File: config.mk
export PLATFORM = sky130hd
export DESIGN_NAME = regfile_ctrl
export DESIGN_NICKNAME = d
export VERILOG_FILES = /design/src/rtl/regfile_ctrl.sv
export SDC_FILE = /design/constraint.sdc
export NUM_CORES = 1
export LEC_CHECK = 0
export BUFFER_PORTS_ARGS = -buffer_cell sky130_fd_sc_hd__buf_2
export CAP_MARGIN = 20
export CORE_ASPECT_RATIO = 0.8
export CORE_UTILIZATION = 45
export CTS_CLUSTER_SIZE = 12
export DETAILED_ROUTE_END_ITERATION = 10
export PLACE_DENSITY = 0.67
export SLEW_MARGIN = 0
export SYNTH_ARGS = -nofsm -noshare
export SYNTH_HDL_FRONTEND = slang
export SYNTH_SLANG_ARGS = --single-unit
export TNS_END_PERCENT = 100
File: constraint.sdc
create_clock -name clk -period 3.2 [get_ports clk]
set_clock_uncertainty 0.2 [all_clocks]
set_input_delay 0.16 -clock clk [delete_from_list [all_inputs] [get_ports clk]]
set_output_delay 0.16 -clock clk [all_outputs]
set_load 0.02 [all_outputs]
File: src/rtl/regfile_ctrl.sv
// Command sequencer in front of an 8-entry register file: reads the operands,
// runs the ALU and writes the result back through a READ/EXEC/WRITE sequence.
module regfile_ctrl #(
  parameter int unsigned WIDTH = 16,
  parameter int unsigned AW    = 3
) (
  input  logic             clk,
  input  logic             reset,
  input  logic             cmd_valid,
  output logic             cmd_ready,
  input  logic [2:0]       cmd_op,
  input  logic [AW-1:0]    cmd_rd,
  input  logic [AW-1:0]    cmd_ra,
  input  logic [AW-1:0]    cmd_rb,
  input  logic [WIDTH-1:0] cmd_imm,
  output logic [AW-1:0]    rf_ra,
  output logic [AW-1:0]    rf_rb,
  output logic             rf_oeA,
  output logic             rf_oeB,
  input  logic [WIDTH-1:0] rf_a,
  input  logic [WIDTH-1:0] rf_b,
  output logic             rf_ld,
  output logic [AW-1:0]    rf_wa,
  output logic [WIDTH-1:0] rf_din,
  output logic             res_valid,
  output logic [WIDTH-1:0] res_data,
  output logic             flag_z,
  output logic             flag_c
);

  localparam int unsigned SW = WIDTH + 1;

  localparam logic [2:0] OP_NOP   = 3'd0;
  localparam logic [2:0] OP_LOADI = 3'd1;
  localparam logic [2:0] OP_MOV   = 3'd2;
  localparam logic [2:0] OP_ADD   = 3'd3;
  localparam logic [2:0] OP_SUB   = 3'd4;
  localparam logic [2:0] OP_AND   = 3'd5;
  localparam logic [2:0] OP_OR    = 3'd6;
  localparam logic [2:0] OP_XOR   = 3'd7;

  typedef enum logic [1:0] {
    S_IDLE  = 2'd0,
    S_READ  = 2'd1,
    S_EXEC  = 2'd2,
    S_WRITE = 2'd3
  } state_e;

  state_e           state_q, state_d;
  logic [2:0]       op_q, op_d;
  logic [AW-1:0]    rd_q, rd_d;
  logic [AW-1:0]    ra_q, ra_d;
  logic [AW-1:0]    rb_q, rb_d;
  logic [WIDTH-1:0] a_q, a_d;
  logic [WIDTH-1:0] b_q, b_d;
  logic [WIDTH-1:0] result_q, result_d;
  logic             carry_q, carry_d;
  logic [WIDTH-1:0] res_data_q, res_data_d;
  logic             flag_z_q, flag_z_d;
  logic             flag_c_q, flag_c_d;
  logic [WIDTH:0]   sum_c;
  logic             accept_c;

  assign sum_c    = SW'(a_q) + SW'(b_q);
  assign accept_c = cmd_valid && cmd_ready;

  always_ff @(posedge clk or negedge reset) begin
    if (!reset) begin
      state_q    <= S_IDLE;
      op_q       <= '0;
      rd_q       <= '0;
      ra_q       <= '0;
      rb_q       <= '0;
      a_q        <= '0;
      b_q        <= '0;
      result_q   <= '0;
      carry_q    <= 1'b0;
      res_data_q <= '0;
      flag_z_q   <= 1'b0;
      flag_c_q   <= 1'b0;
    end else begin
      state_q    <= state_d;
      op_q       <= op_d;
      rd_q       <= rd_d;
      ra_q       <= ra_d;
      rb_q       <= rb_d;
      a_q        <= a_d;
      b_q        <= b_d;
      result_q   <= result_d;
      carry_q    <= carry_d;
      res_data_q <= res_data_d;
      flag_z_q   <= flag_z_d;
      flag_c_q   <= flag_c_d;
    end
  end

  always_comb begin
    state_d    = state_q;
    op_d       = op_q;
    rd_d       = rd_q;
    ra_d       = ra_q;
    rb_d       = rb_q;
    a_d        = a_q;
    b_d        = b_q;
    result_d   = result_q;
    carry_d    = carry_q;
    res_data_d = res_data_q;
    flag_z_d   = flag_z_q;
    flag_c_d   = flag_c_q;
    unique case (state_q)
      S_IDLE: begin
        if (accept_c) begin
          case (cmd_op)
            OP_NOP: ;
            OP_LOADI: begin
              rd_d     = cmd_rd;
              result_d = cmd_imm;
              carry_d  = 1'b0;
              state_d  = S_WRITE;
            end
            default: begin
              // Read addresses only move for commands that actually read
              op_d    = cmd_op;
              rd_d    = cmd_rd;
              ra_d    = cmd_ra;
              rb_d    = cmd_rb;
              state_d = S_READ;
            end
          endcase
        end
      end
      S_READ: begin
        a_d     = rf_a;
        b_d     = rf_b;
        state_d = S_EXEC;
      end
      S_EXEC: begin
        carry_d = 1'b0;
        case (op_q)
          OP_MOV: result_d = a_q;
          OP_ADD: {carry_d, result_d} = sum_c;
          OP_SUB: begin
            result_d = a_q - b_q;
            carry_d  = (a_q < b_q);
          end
          OP_AND:  result_d = a_q & b_q;
          OP_OR:   result_d = a_q | b_q;
          OP_XOR:  result_d = a_q ^ b_q;
          default: result_d = a_q;
        endcase
        state_d = S_WRITE;
      end
      S_WRITE: begin
        res_data_d = result_q;
        flag_z_d   = (result_q == '0);
        flag_c_d   = carry_q;
        state_d    = S_IDLE;
      end
    endcase
  end

  // Strobes are pure state decodes; data comes straight from registers
  assign cmd_ready = reset && (state_q == S_IDLE);
  assign rf_ra     = ra_q;
  assign rf_rb     = rb_q;
  assign rf_oeA    = (state_q == S_READ);
  assign rf_oeB    = (state_q == S_READ);
  assign rf_ld     = (state_q == S_WRITE);
  assign rf_wa     = rd_q;
  assign rf_din    = result_q;
  assign res_valid = (state_q == S_WRITE);
  assign res_data  = res_data_q;
  assign flag_z    = flag_z_q;
  assign flag_c    = flag_c_q;

endmodule
==> flow_summary.html, run 1 <==
<table>
<tr><th>Metric</th><th>Value</th></tr>
<tr><th colspan="2">Power</th></tr>
<tr><td>Part of the total power dissipated in sequential elements</td><td>21.2%</td></tr>
<tr><td>Power share of the combinational group</td><td>68.3%</td></tr>
<tr><td>Design internal power</td><td>0.00455 W</td></tr>
<tr><td>Switching share of power</td><td>52.1%</td></tr>
<tr><td>Power density cells</td><td>1250 nW/um^2</td></tr>
<tr><td>Psw</td><td>0.00495 W</td></tr>
<tr><td>P_leak</td><td>3.50 nW</td></tr>
<tr><td>Power share of the clock group</td><td>10.5%</td></tr>
<tr><td>Worst voltage drop across the vdd grid</td><td>0.548 mV</td></tr>
<tr><th colspan="2">Setup path</th></tr>
<tr><td>Reg-to-Reg Start</td><td>a_q[6]$_DFFE_PN0P_</td></tr>
<tr><td>Worst Setup End Kind</td><td>flip-flop</td></tr>
<tr><td>R2R Path End</td><td>rf_din[14]$_DFFE_PN0P_</td></tr>
<tr><td>Reg-to-reg slack, setup</td><td>180 ps</td></tr>
<tr><td>Critical path launch point</td><td>a_q[6]$_DFFE_PN0P_</td></tr>
<tr><td>CP startpoint kind</td><td>flip-flop</td></tr>
<tr><td>Critical path endpoint</td><td>rf_din[14]$_DFFE_PN0P_</td></tr>
<tr><td>Number of cells traversed by the worst register-to-register path</td><td>10</td></tr>
<tr><td>Worst setup path class</td><td>reg2reg</td></tr>
<tr><td>Largest driver fanout on the critical path</td><td>7</td></tr>
<tr><td>Data arrival time at the worst-slack endpoint</td><td>3040 ps</td></tr>
<tr><td>CP required</td><td>3210 ps</td></tr>
<tr><th colspan="2">Layout</th></tr>
<tr><td>Final #Nets</td><td>966</td></tr>
<tr><td>Layout-stage area growth over the synthesis result</td><td>24.6%</td></tr>
<tr><td>Number of antenna cells inserted</td><td>0</td></tr>
<tr><td>Most common cell after layout, fill and taps aside</td><td>buf_2</td></tr>
<tr><td>Share of layout cells above drive strength 1</td><td>22.8%</td></tr>
<tr><td>Top library cells by usage in the layout, fill and taps aside</td><td>109 x buf_2, 81 x dfrtp_1, 73 x o21ai_0</td></tr>
<tr><th colspan="2">Global routing</th></tr>
<tr><td>Global-route wire length before repair</td><td>31400 um</td></tr>
<tr><td>Overall track demand over capacity in global routing</td><td>29.0%</td></tr>
<tr><td>Initial antenna violation count</td><td>0</td></tr>
<tr><td>Maximum number of pins on one net before global-route repair</td><td>53</td></tr>
<tr><td>Via count of the first global-routing pass</td><td>5814</td></tr>
<tr><td>Global route total overflow</td><td>0</td></tr>
<tr><th colspan="2">Clock tree</th></tr>
<tr><td>Number of setup buffers added after CTS</td><td>0</td></tr>
<tr><td>Maximum clock insertion buffer count</td><td>2</td></tr>
<tr><td>Register clock-pin slew on the reported worst setup and hold paths</td><td>70 ps</td></tr>
<tr><td>Clock root buffer</td><td>clkbuf_16</td></tr>
<tr><td>Total clock sinks</td><td>81</td></tr>
<tr><td>CTS tree</td><td>built</td></tr>
<tr><td>H-tree levels</td><td>3</td></tr>
<tr><td>Total CTS buffers</td><td>9</td></tr>
<tr><td>Skew-Pair Late Insertion Delay</td><td>350 ps</td></tr>
<tr><th colspan="2">Synth</th></tr>
<tr><td>Number of instances in the synthesized netlist</td><td>691</td></tr>
<tr><td>Number of warnings reported in the yosys synthesis log</td><td>0</td></tr>
<tr><td>Syn avg cell area</td><td>8.80 sq um</td></tr>
<tr><td>Net count after synthesis</td><td>812</td></tr>
<tr><td>Number of enable-type register cells in the synthesized netlist</td><td>0</td></tr>
<tr><td>Synth Flop Type</td><td>dfrtp_1</td></tr>
<tr><td>Register bit count reported by yosys</td><td>81</td></tr>
<tr><td>Async set-reset flop share out of synthesis</td><td>100%</td></tr>
<tr><td>Seq/Total Area, Yosys</td><td>33.3%</td></tr>
<tr><td>Synthesized area</td><td>6080 sq um</td></tr>
<tr><td>Number of distinct standard cells referenced by the synthesized netlist</td><td>71</td></tr>
<tr><th colspan="2">Route</th></tr>
<tr><td>Average wire per standard cell</td><td>19.1 um</td></tr>
<tr><td>Drc violations</td><td>0</td></tr>
<tr><td>Drt first-iter violations</td><td>567</td></tr>
<tr><td>Vias per std cell</td><td>5.76</td></tr>
<tr><td>Antenna viol nets, final</td><td>0</td></tr>
<tr><td>Total length of routed wires</td><td>19600 um</td></tr>
<tr><td>Length of the first detailed-routing pass in iterations</td><td>5</td></tr>
<tr><td>Vias post-DR</td><td>5908</td></tr>
<tr><th colspan="2">Timing</th></tr>
<tr><td>Max-slew headroom at the worst pin</td><td>47.8%</td></tr>
<tr><td>Count of final max-slew check failures</td><td>0</td></tr>
<tr><td>Unrepaired setup endpoints after global routing</td><td>false</td></tr>
<tr><td>Period Utilization, post-route</td><td>94.5%</td></tr>
<tr><td>Shortest period the worst path allows</td><td>3020 ps</td></tr>
<tr><td>Achievable frequency</td><td>0.331 GHz</td></tr>
<tr><td>Least-Margin Pin Slew</td><td>784 ps</td></tr>
<tr><td>Hold violation total from the final report</td><td>0</td></tr>
<tr><td>Setup Total Neg Slack</td><td>0 ps</td></tr>
<tr><td>Hold_ws</td><td>12.2 ps</td></tr>
<tr><td>Total setup violations reported at the end of the flow</td><td>0</td></tr>
<tr><th colspan="2">Floorplanning</th></tr>
<tr><td>Die footprint</td><td>14000 sq um</td></tr>
<tr><td>Std-Cell Core Area</td><td>13000 sq um</td></tr>
<tr><td>Num rows</td><td>37</td></tr>
<tr><td>Vert. Die Dim</td><td>106 um</td></tr>
<tr><td>Starting Density</td><td>46.7%</td></tr>
<tr><td>Chip Width</td><td>132 um</td></tr>
<tr><td>Number of primary I/O pins</td><td>111</td></tr>
<tr><th colspan="2">Placed design</th></tr>
<tr><td>Placer congestion estimate</td><td>0.909</td></tr>
<tr><td>Total half-perimeter wirelength after legalization and detailed placement</td><td>13900 um</td></tr>
<tr><td>Quantity of I/O buffers inserted on ports</td><td>110</td></tr>
<tr><th colspan="2">Job</th></tr>
<tr><td>Maximum capacitance violations</td><td>0</td></tr>
<tr><th colspan="2">Status</th></tr>
<tr><td>Run status</td><td>finished, final reports clean</td></tr>
<tr><th colspan="2">Worst hold path</th></tr>
<tr><td>Min-Delay Startpoint</td><td>cmd_imm[8]</td></tr>
<tr><td>Worst min path class</td><td>in2reg</td></tr>
</table>
## power groups by stage
stage	clock, W	sequential [W]	combinational, W
after floorplan	0	0.00220	0.00429
after global placement	0	0.00199	0.00621
after detailed placement	0	0.00202	0.00625
after CTS	0.00101	0.00201	0.00635
after global routing	0.00105	0.00210	0.00707
final	0.000995	0.00202	0.00649
## logic make-up (layout without fill, tap and decap cells)
logic type,count (synthesis),count (layout),synth area share (%)
buffers and inverters,99,258,7.66
adders and majority gates,58,58,12.2
AOI/OAI and AO/OA,223,223,24.0
DFF,81,81,33.3
xor gates and xnor gates,8,8,1.15
muxes,38,38,7.53
and+or+nand+nor,184,184,14.1
## critical path, stage by stage (launching register included)
cell and delay (ps):
dfrtp_1 400, inv_1 80, ha_1 400, buf_4 190, o21ai_0 80, a211o_1 300
a211o_1 280, a21oi_1 380, nor4_1 90, o41ai_1 390, a31oi_1 100
## through the flow
stage	worst slack (ps)	instances	area, sq um	power (W)	utilization, %
finish	176	1025	7570	0.00950	58.2
CTS	183	1025	7560	0.00936	58.1
detailed placement	208	959	6790	0.00828	52.2
floorplan	563	691	6080	0.00648	-
global route	3.78	1025	7570	0.0102	58.2
global placement	235	959	6790	0.00819	52.2
## cell type report
type | instances | area (sq um)
fill | 1152 | 5440
sequential | 81 | 2030
inverter | 57 | 214
tap | 175 | 219
timing repair buffer | 185 | 1240
clock buffer | 11 | 233
clock inverter | 5 | 41.3
multi-input combinational | 511 | 3600
## synthesized netlist by cell type (10+ instances only)
library cell	instances	share of area, %
a21oi_1	51	4.2
inv_1	54	3.3
a221oi_1	10	1.4
dfrtp_1	81	33
o21ai_0	73	6.0
nor3b_1	11	1.4
nand2_1	70	4.3
mux2_2	29	5.4
clkbuf_1	25	1.5
nor3_1	10	0.82
nor2_1	49	3.0
ha_1	56	12
## layer usage
| metal | track usage [%] | up-vias | share of wire [%] |
|---|---|---|---|
| met2 | 47.2 | 228 | 47 |
| met5 | 0 | - | 0 |
| met4 | 8.14 | 0 | 1.6 |
| li1 | - | 2770 | - |
| met1 | 39.2 | 2885 | 46 |
| met3 | 5.58 | 25 | 5.7 |
## flip-flops by register name, summed over array words and instances, names as in the netlist
signal and cells:
a_q 16, b_q 16, res_data 16, rf_din 16, op_q 3, rf_ra 3
rf_rb 3, rf_wa 3, state_q 2, carry_q 1, flag_c 1, flag_z 1
## repair_timing
action,4_1_cts,5_1_grt
endpoints found under the setup margin,0,4
hold buffers,50,0
endpoints found under the hold margin,78,0
resized for setup,0,2
## worst min path at each step
stage / end / slack [ps] / cells after the start
2_1_floorplan: a_q[0]$_DFFE_PN0P_ / -340 / 0
5_1_grt: rf_din[2]$_DFFE_PN0P_ / 30 / 4
4_1_cts: rf_din[2]$_DFFE_PN0P_ / 10 / 4
6_report: rf_din[8]$_DFFE_PN0P_ / 10 / 4
3_3_place_gp: rf_din[11]$_DFFE_PN0P_ / 70 / 2
3_5_place_dp: op_q[2]$_DFFE_PN0P_ / 90 / 2
(Power assumes the default switching activity.)
==> run 2: changes to the inputs <==
--- a/config.mk
+++ b/config.mk
@@ -8,10 +8,10 @@
 export BUFFER_PORTS_ARGS = -buffer_cell sky130_fd_sc_hd__buf_2
 export CAP_MARGIN = 20
 export CORE_ASPECT_RATIO = 0.8
-export CORE_UTILIZATION = 45
+export CORE_UTILIZATION = 40
 export CTS_CLUSTER_SIZE = 12
 export DETAILED_ROUTE_END_ITERATION = 10
-export PLACE_DENSITY = 0.67
+export PLACE_DENSITY_LB_ADDON = 0.3
 export SLEW_MARGIN = 0
 export SYNTH_ARGS = -nofsm -noshare
 export SYNTH_HDL_FRONTEND = slang
==> flow_summary.html, run 2 (synthesis results as in run 1) <==
<table>
<tr><th>Metric</th><th>Value</th></tr>
<tr><th colspan="2">Status</th></tr>
<tr><td>Run status</td><td>finished, final reports clean</td></tr>
<tr><th colspan="2">Setup path</th></tr>
<tr><td>Data arrival time at the worst-slack endpoint</td><td>3020 ps</td></tr>
<tr><td>CP startpoint kind</td><td>flip-flop</td></tr>
<tr><td>Worst path slowest cell</td><td>fa_1</td></tr>
<tr><td>Stages on worst setup path</td><td>9</td></tr>
<tr><td>Crit path buf inv count</td><td>0</td></tr>
<tr><td>Worst setup path class</td><td>reg2reg</td></tr>
<tr><td>Number of cells traversed by the worst register-to-register path</td><td>9</td></tr>
<tr><td>Largest incremental delay on the critical path</td><td>450 ps</td></tr>
<tr><td>Top delay family on crit path</td><td>compound AO/OA/AOI/OAI gates</td></tr>
<tr><td>CP required</td><td>3220 ps</td></tr>
<tr><td>Critical path launch point</td><td>a_q[0]$_DFFE_PN0P_</td></tr>
<tr><td>Reg-to-Reg Start</td><td>a_q[0]$_DFFE_PN0P_</td></tr>
<tr><td>CP cell instances</td><td>ha_1, fa_1, a211o_1, a21oi_1, a211o_1, a21oi_1, a31o_2, a211oi_1, o21ai_0</td></tr>
<tr><td>Largest driver fanout on the critical path</td><td>4</td></tr>
<tr><td>Worst Setup End Kind</td><td>flip-flop</td></tr>
<tr><th colspan="2">Route</th></tr>
<tr><td>Average wire per standard cell</td><td>17.5 um</td></tr>
<tr><td>Length of the first detailed-routing pass in iterations</td><td>5</td></tr>
<tr><td>Antenna viol nets, final</td><td>0</td></tr>
<tr><td>Drc violations</td><td>0</td></tr>
<tr><td>Total length of routed wires</td><td>18100 um</td></tr>
<tr><td>Vias post-DR</td><td>5777</td></tr>
<tr><td>Vias per std cell</td><td>5.58</td></tr>
<tr><td>Drt first-iter violations</td><td>556</td></tr>
<tr><th colspan="2">Power</th></tr>
<tr><td>P_leak</td><td>3.55 nW</td></tr>
<tr><td>Power density cells</td><td>1250 nW/um^2</td></tr>
<tr><td>Worst voltage drop across the vdd grid</td><td>0.454 mV</td></tr>
<tr><th colspan="2">Placed design</th></tr>
<tr><td>Placer congestion estimate</td><td>0.979</td></tr>
<tr><td>Quantity of I/O buffers inserted on ports</td><td>110</td></tr>
<tr><td>Placed Cells</td><td>970</td></tr>
<tr><td>Total half-perimeter wirelength after legalization and detailed placement</td><td>13300 um</td></tr>
<tr><td>Post-Place Cell Area</td><td>6820 sq um</td></tr>
<tr><th colspan="2">Worst hold path</th></tr>
<tr><td>Worst min path class</td><td>in2reg</td></tr>
<tr><td>Cell depth of the worst hold path</td><td>4</td></tr>
<tr><td>Min-Delay Startpoint</td><td>cmd_imm[7]</td></tr>
<tr><th colspan="2">Floorplanning</th></tr>
<tr><td>Std-Cell Core Area</td><td>14500 sq um</td></tr>
<tr><td>Chip Width</td><td>140 um</td></tr>
<tr><td>Vert. Die Dim</td><td>112 um</td></tr>
<tr><td>Number of primary I/O pins</td><td>111</td></tr>
<tr><td>Starting Density</td><td>41.8%</td></tr>
<tr><td>Num rows</td><td>39</td></tr>
<tr><td>Die footprint</td><td>15700 sq um</td></tr>
<tr><th colspan="2">Layout</th></tr>
<tr><td>Number of standard cells in the final layout excluding fillers</td><td>1035</td></tr>
<tr><td>Number of antenna cells inserted</td><td>0</td></tr>
<tr><td>Top library cells by usage in the layout, fill and taps aside</td><td>109 x buf_2, 81 x dfrtp_1, 73 x o21ai_0</td></tr>
<tr><td>Layout-stage area growth over the synthesis result</td><td>25.9%</td></tr>
<tr><td>Share of layout cells above drive strength 1</td><td>23.3%</td></tr>
<tr><td>Number of fill cells in the layout</td><td>1371</td></tr>
<tr><td>Final #Nets</td><td>967</td></tr>
<tr><td>Most common cell after layout, fill and taps aside</td><td>buf_2</td></tr>
<tr><td>Post-Layout Inst Area</td><td>7650 sq um</td></tr>
<tr><th colspan="2">Timing</th></tr>
<tr><td>Achievable frequency</td><td>0.333 GHz</td></tr>
<tr><td>Shortest period the worst path allows</td><td>3000 ps</td></tr>
<tr><td>Count of final max-slew check failures</td><td>0</td></tr>
<tr><td>Hold violation total from the final report</td><td>0</td></tr>
<tr><td>Least-Margin Pin Slew</td><td>658 ps</td></tr>
<tr><td>Total setup violations reported at the end of the flow</td><td>0</td></tr>
<tr><td>Hold_ws</td><td>20.4 ps</td></tr>
<tr><td>Period Utilization, post-route</td><td>93.7%</td></tr>
<tr><td>Max-slew headroom at the worst pin</td><td>55.9%</td></tr>
<tr><th colspan="2">Clock tree</th></tr>
<tr><td>Number of setup buffers added after CTS</td><td>0</td></tr>
<tr><td>Register clock-pin slew on the reported worst setup and hold paths</td><td>70 ps</td></tr>
<tr><td>Clock root buffer</td><td>clkbuf_16</td></tr>
<tr><td>CTS tree</td><td>built</td></tr>
<tr><td>Skew-Pair Late Insertion Delay</td><td>350 ps</td></tr>
<tr><td>H-tree levels</td><td>3</td></tr>
<tr><td>Total CTS buffers</td><td>9</td></tr>
<tr><td>Total clock sinks</td><td>81</td></tr>
<tr><td>Maximum clock insertion buffer count</td><td>2</td></tr>
<tr><th colspan="2">Global routing</th></tr>
<tr><td>Overall track demand over capacity in global routing</td><td>24.0%</td></tr>
<tr><td>Global-route wire length before repair</td><td>29300 um</td></tr>
<tr><td>Via count of the first global-routing pass</td><td>5464</td></tr>
<tr><td>Initial antenna violation count</td><td>0</td></tr>
<tr><td>Global route total overflow</td><td>0</td></tr>
<tr><td>Maximum number of pins on one net before global-route repair</td><td>51</td></tr>
<tr><th colspan="2">Job</th></tr>
<tr><td>Maximum capacitance violations</td><td>0</td></tr>
</table>
[run 2: changes by cell type in the layout (fill, tap and decap cells not counted), moves of 2 or more]
cell        change
inv_6           +2
bufinv_16       +2
buf_4           +2
clkbuf_1        -2
clkinvlp_4      -2
[run 2: what timing repair did]
action                                 in CTS  in global routing
hold buffers                               49                  0
setup endpoints to repair                   0                  2
gates resized for setup                     0                  3
endpoints found under the hold margin      80                  0
[run 2: layout make-up]
class / count / area, sq um / area share (%)
clock buffers: 9 / 225 / 2.94
clock inverters: 7 / 106 / 1.39
inverters: 57 / 214 / 2.80
multi-input cells: 511 / 3600 / 47.1
flip-flops and latches: 81 / 2030 / 26.5
well taps: 184 / 230 / 3.01
repair buffers: 186 / 1250 / 16.3
[run 2: worst reg2reg max path, cell delays in order (launching register included)]
cell and delay, ps:
dfrtp_1 410, ha_1 290, fa_1 450, a211o_1 300, a21oi_1 250, a211o_1 220, a21oi_1 140, a31o_2 290
a211oi_1 220, o21ai_0 110
[run 2: final timing paths]
kind	endpoint	slack, ps
min	rf_din[7]$_DFFE_PN0P_	20
min reg2reg	rf_rb[1]$_DFFE_PN0P_	300
max in group asynchronous	a_q[3]$_DFFE_PN0P_	1570
min in group asynchronous	res_data[10]$_DFFE_PN0P_	230
max reg2reg	carry_q$_DFFE_PN0P_	200
max	carry_q$_DFFE_PN0P_	200
[run 2: power by group]
group / internal [W] / switching [W] / total (W)
combinational: 0.00247 / 0.00395 / 0.00642
sequential: 0.00154 / 0.000423 / 0.00196
clock: 0.000700 / 0.000477 / 0.00118
[run 2: per-stage QoR]
step	total power, W	TNS (ps)	utilization (%)	worst slack (ps)
final	0.00956	0	52.6	200
after global placement	0.00815	0	46.9	103
after floorplan	0.00648	0	-	563
after global routing	0.0103	-27.3	52.6	-27.3
after CTS	0.00943	0	52.5	187
after detailed placement	0.00815	0	46.9	213
[run 2: per-layer routing]
layer	global-route usage, %	vias to the layer above	wire length, um
met4	5.71	0	195
met2	34.2	265	7430
met1	35.9	2720	8770
met3	5.80	17	1750
li1	-	2775	-
met5	0	-	0
==> run 3: changes to the inputs <==
--- a/config.mk
+++ b/config.mk
@@ -7,6 +7,8 @@
 export LEC_CHECK = 0
 export BUFFER_PORTS_ARGS = -buffer_cell sky130_fd_sc_hd__buf_2
 export CAP_MARGIN = 20
+export CELL_PAD_IN_SITES_DETAIL_PLACEMENT = 1
+export CELL_PAD_IN_SITES_GLOBAL_PLACEMENT = 1
 export CORE_ASPECT_RATIO = 0.8
 export CORE_UTILIZATION = 40
 export CTS_CLUSTER_SIZE = 12
==> flow_summary.html, run 3 (synthesis results as in run 1) <==
<table>
<tr><th>Metric</th><th>Value</th></tr>
<tr><th colspan="2">Status</th></tr>
<tr><td>Run status</td><td>finished, final reports clean</td></tr>
<tr><th colspan="2">Layout</th></tr>
<tr><td>Area of the multi-input gates</td><td>3600 sq um</td></tr>
<tr><td>Share of layout cells above drive strength 1</td><td>22.7%</td></tr>
<tr><td>Final #Nets</td><td>961</td></tr>
<tr><td>Most common cell after layout, fill and taps aside</td><td>buf_2</td></tr>
<tr><td>Number of antenna cells inserted</td><td>0</td></tr>
<tr><td>Number of fill cells in the layout</td><td>1717</td></tr>
<tr><td>Post-Layout Inst Area</td><td>7580 sq um</td></tr>
<tr><td>Top library cells by usage in the layout, fill and taps aside</td><td>109 x buf_2, 81 x dfrtp_1, 73 x o21ai_0</td></tr>
<tr><td>Core utilization of the finished layout</td><td>52.1%</td></tr>
<tr><td>Sequential cell area</td><td>2030 sq um</td></tr>
<tr><td>Layout-stage area growth over the synthesis result</td><td>24.7%</td></tr>
<tr><th colspan="2">Timing</th></tr>
<tr><td>Period Utilization, post-route</td><td>93.9%</td></tr>
<tr><td>Hold violation total from the final report</td><td>0</td></tr>
<tr><td>Shortest period the worst path allows</td><td>3000 ps</td></tr>
<tr><td>Achievable frequency</td><td>0.333 GHz</td></tr>
<tr><td>Count of final max-slew check failures</td><td>0</td></tr>
<tr><td>Max-slew headroom at the worst pin</td><td>49.5%</td></tr>
<tr><td>Total setup violations reported at the end of the flow</td><td>0</td></tr>
<tr><td>Least-Margin Pin Slew</td><td>753 ps</td></tr>
<tr><td>Unrepaired setup endpoints after global routing</td><td>false</td></tr>
<tr><td>Setup Total Neg Slack</td><td>0 ps</td></tr>
<tr><th colspan="2">Setup path</th></tr>
<tr><td>Data arrival time at the worst-slack endpoint</td><td>3030 ps</td></tr>
<tr><td>Worst Setup End Kind</td><td>flip-flop</td></tr>
<tr><td>Number of cells traversed by the worst register-to-register path</td><td>9</td></tr>
<tr><td>Reg-to-reg slack, setup</td><td>200 ps</td></tr>
<tr><td>R2R Path End</td><td>carry_q$_DFFE_PN0P_</td></tr>
<tr><td>CP startpoint kind</td><td>flip-flop</td></tr>
<tr><td>Most numerous cell on the critical path</td><td>a211o_1</td></tr>
<tr><td>CP required</td><td>3230 ps</td></tr>
<tr><td>Top delay family on crit path</td><td>compound AO/OA/AOI/OAI gates</td></tr>
<tr><td>CP cell instances</td><td>ha_1, fa_1, a211o_1, a21oi_2, a211o_1, a21oi_1, a31o_2, a211oi_1, o21ai_0</td></tr>
<tr><td>Crit path buf inv count</td><td>0</td></tr>
<tr><td>Largest driver fanout on the critical path</td><td>4</td></tr>
<tr><td>Reg-to-Reg Start</td><td>a_q[0]$_DFFE_PN0P_</td></tr>
<tr><td>Largest incremental delay on the critical path</td><td>450 ps</td></tr>
<tr><td>Worst setup path class</td><td>reg2reg</td></tr>
<tr><td>Worst path slowest cell</td><td>fa_1</td></tr>
<tr><th colspan="2">Worst hold path</th></tr>
<tr><td>Worst hold endpoint</td><td>rf_din[5]$_DFFE_PN0P_</td></tr>
<tr><td>Worst min path class</td><td>in2reg</td></tr>
<tr><td>Min-Delay Startpoint</td><td>cmd_imm[5]</td></tr>
<tr><td>Cell depth of the worst hold path</td><td>4</td></tr>
<tr><th colspan="2">Power</th></tr>
<tr><td>Power density cells</td><td>1280 nW/um^2</td></tr>
<tr><td>Worst voltage drop across the vdd grid</td><td>0.557 mV</td></tr>
<tr><td>P_leak</td><td>3.50 nW</td></tr>
<tr><td>Power Total</td><td>0.00974 W</td></tr>
<tr><th colspan="2">Clock tree</th></tr>
<tr><td>Number of setup buffers added after CTS</td><td>0</td></tr>
<tr><td>Clock root buffer</td><td>clkbuf_16</td></tr>
<tr><td>Maximum clock insertion buffer count</td><td>2</td></tr>
<tr><td>H-tree levels</td><td>3</td></tr>
<tr><td>Register clock-pin slew on the reported worst setup and hold paths</td><td>70 ps</td></tr>
<tr><td>Total CTS buffers</td><td>9</td></tr>
<tr><td>Skew-Pair Late Insertion Delay</td><td>360 ps</td></tr>
<tr><td>CTS tree</td><td>built</td></tr>
<tr><td>Total clock sinks</td><td>81</td></tr>
<tr><th colspan="2">Route</th></tr>
<tr><td>Length of the first detailed-routing pass in iterations</td><td>5</td></tr>
<tr><td>Drt first-iter violations</td><td>386</td></tr>
<tr><td>Total length of routed wires</td><td>22000 um</td></tr>
<tr><td>Drc violations</td><td>0</td></tr>
<tr><td>Vias per std cell</td><td>5.81</td></tr>
<tr><td>Antenna viol nets, final</td><td>0</td></tr>
<tr><td>Vias post-DR</td><td>5978</td></tr>
<tr><td>Average wire per standard cell</td><td>21.3 um</td></tr>
<tr><th colspan="2">Floorplanning</th></tr>
<tr><td>Num rows</td><td>39</td></tr>
<tr><td>Chip Width</td><td>140 um</td></tr>
<tr><td>Starting Density</td><td>41.8%</td></tr>
<tr><td>Die footprint</td><td>15700 sq um</td></tr>
<tr><td>Vert. Die Dim</td><td>112 um</td></tr>
<tr><td>Number of primary I/O pins</td><td>111</td></tr>
<tr><td>Std-Cell Core Area</td><td>14500 sq um</td></tr>
<tr><th colspan="2">Placed design</th></tr>
<tr><td>Post-Place Cell Area</td><td>6770 sq um</td></tr>
<tr><td>Placer congestion estimate</td><td>0.921</td></tr>
<tr><td>Total half-perimeter wirelength after legalization and detailed placement</td><td>15700 um</td></tr>
<tr><td>Quantity of I/O buffers inserted on ports</td><td>110</td></tr>
<tr><th colspan="2">Global routing</th></tr>
<tr><td>Initial antenna violation count</td><td>0</td></tr>
<tr><td>Global-route wire length before repair</td><td>35000 um</td></tr>
<tr><td>Maximum number of pins on one net before global-route repair</td><td>49</td></tr>
<tr><td>Global route total overflow</td><td>0</td></tr>
<tr><td>Via count of the first global-routing pass</td><td>6238</td></tr>
<tr><td>Overall track demand over capacity in global routing</td><td>29.1%</td></tr>
<tr><th colspan="2">Job</th></tr>
<tr><td>Maximum capacitance violations</td><td>0</td></tr>
</table>
==> run 3: cell types whose count changed in the layout (fill, tap and decap cells not counted), sizes merged <==
cell / change
buf: -6
clkbuf: +1
bufinv: -1
inv: -1
clkinvlp: +1
==> run 3: where the power goes <==
group          leakage [nW]  switching, W  internal (W)
Clock                 0.146      0.000498      0.000619
Sequential            0.988      0.000494       0.00154
Combinational          2.37       0.00415       0.00243
Total                  3.50       0.00515       0.00459
==> run 3: how the worst max path moves through the flow <==
stage | startpoint | end | slack [ps] | cells after the start
4_1_cts | a_q[0]$_DFFE_PN0P_ | carry_q$_DFFE_PN0P_ | 130 | 9
6_report | a_q[0]$_DFFE_PN0P_ | carry_q$_DFFE_PN0P_ | 200 | 9
3_5_place_dp | a_q[0]$_DFFE_PN0P_ | carry_q$_DFFE_PN0P_ | 160 | 9
5_1_grt | a_q[8]$_DFFE_PN0P_ | rf_din[15]$_DFFE_PN0P_ | 2 | 9
3_3_place_gp | a_q[10]$_DFFE_PN0P_ | rf_din[13]$_DFFE_PN0P_ | 90 | 9
2_1_floorplan | a_q[0]$_DFFE_PN0P_ | carry_q$_DFFE_PN0P_ | 560 | 9
==> run 3: worst min-delay path, delay by kind of cell <==
family	cells	cell delay, ps
AND/OR/NAND/NOR	1	160
AO/OA/AOI/OAI	2	140
buffers and inverters	1	70
==> run 3: area by class of cell <==
type	count	share of cell area (%)
multi-input cells	511	47.5
flip-flops and latches	81	26.7
repair buffers	180	15.8
well taps	184	3.04
clock buffers	10	3.02
inverters	57	2.82
clock inverters	6	0.990
==> run 3: what timing repair did <==
| item | in CTS | in global routing |
|---|---|---|
| setup endpoints to repair | 0 | 4 |
| gates resized for setup | 0 | 3 |
| endpoints found under the hold margin | 81 | 0 |
| hold buffers | 49 | 0 |
==> run 3: metal layers <==
layer | vias up | wire, um | track usage (%)
met3 | 44 | 957 | 5.08
met4 | 0 | 638 | 11.5
met5 | - | 0 | 0
li1 | 2756 | - | -
met2 | 181 | 10600 | 48.4
met1 | 2997 | 9800 | 37.6
==> run 3: per-stage QoR <==
stage / instances / hold WS, ps / setup slack [ps]
floorplan: 691 / -336 / 563
global placement: 964 / 93.0 / 89.4
detailed placement: 964 / 108 / 161
CTS: 1029 / 1.86 / 128
global route: 1029 / 34.5 / 2.41
finish: 1029 / 7.18 / 196
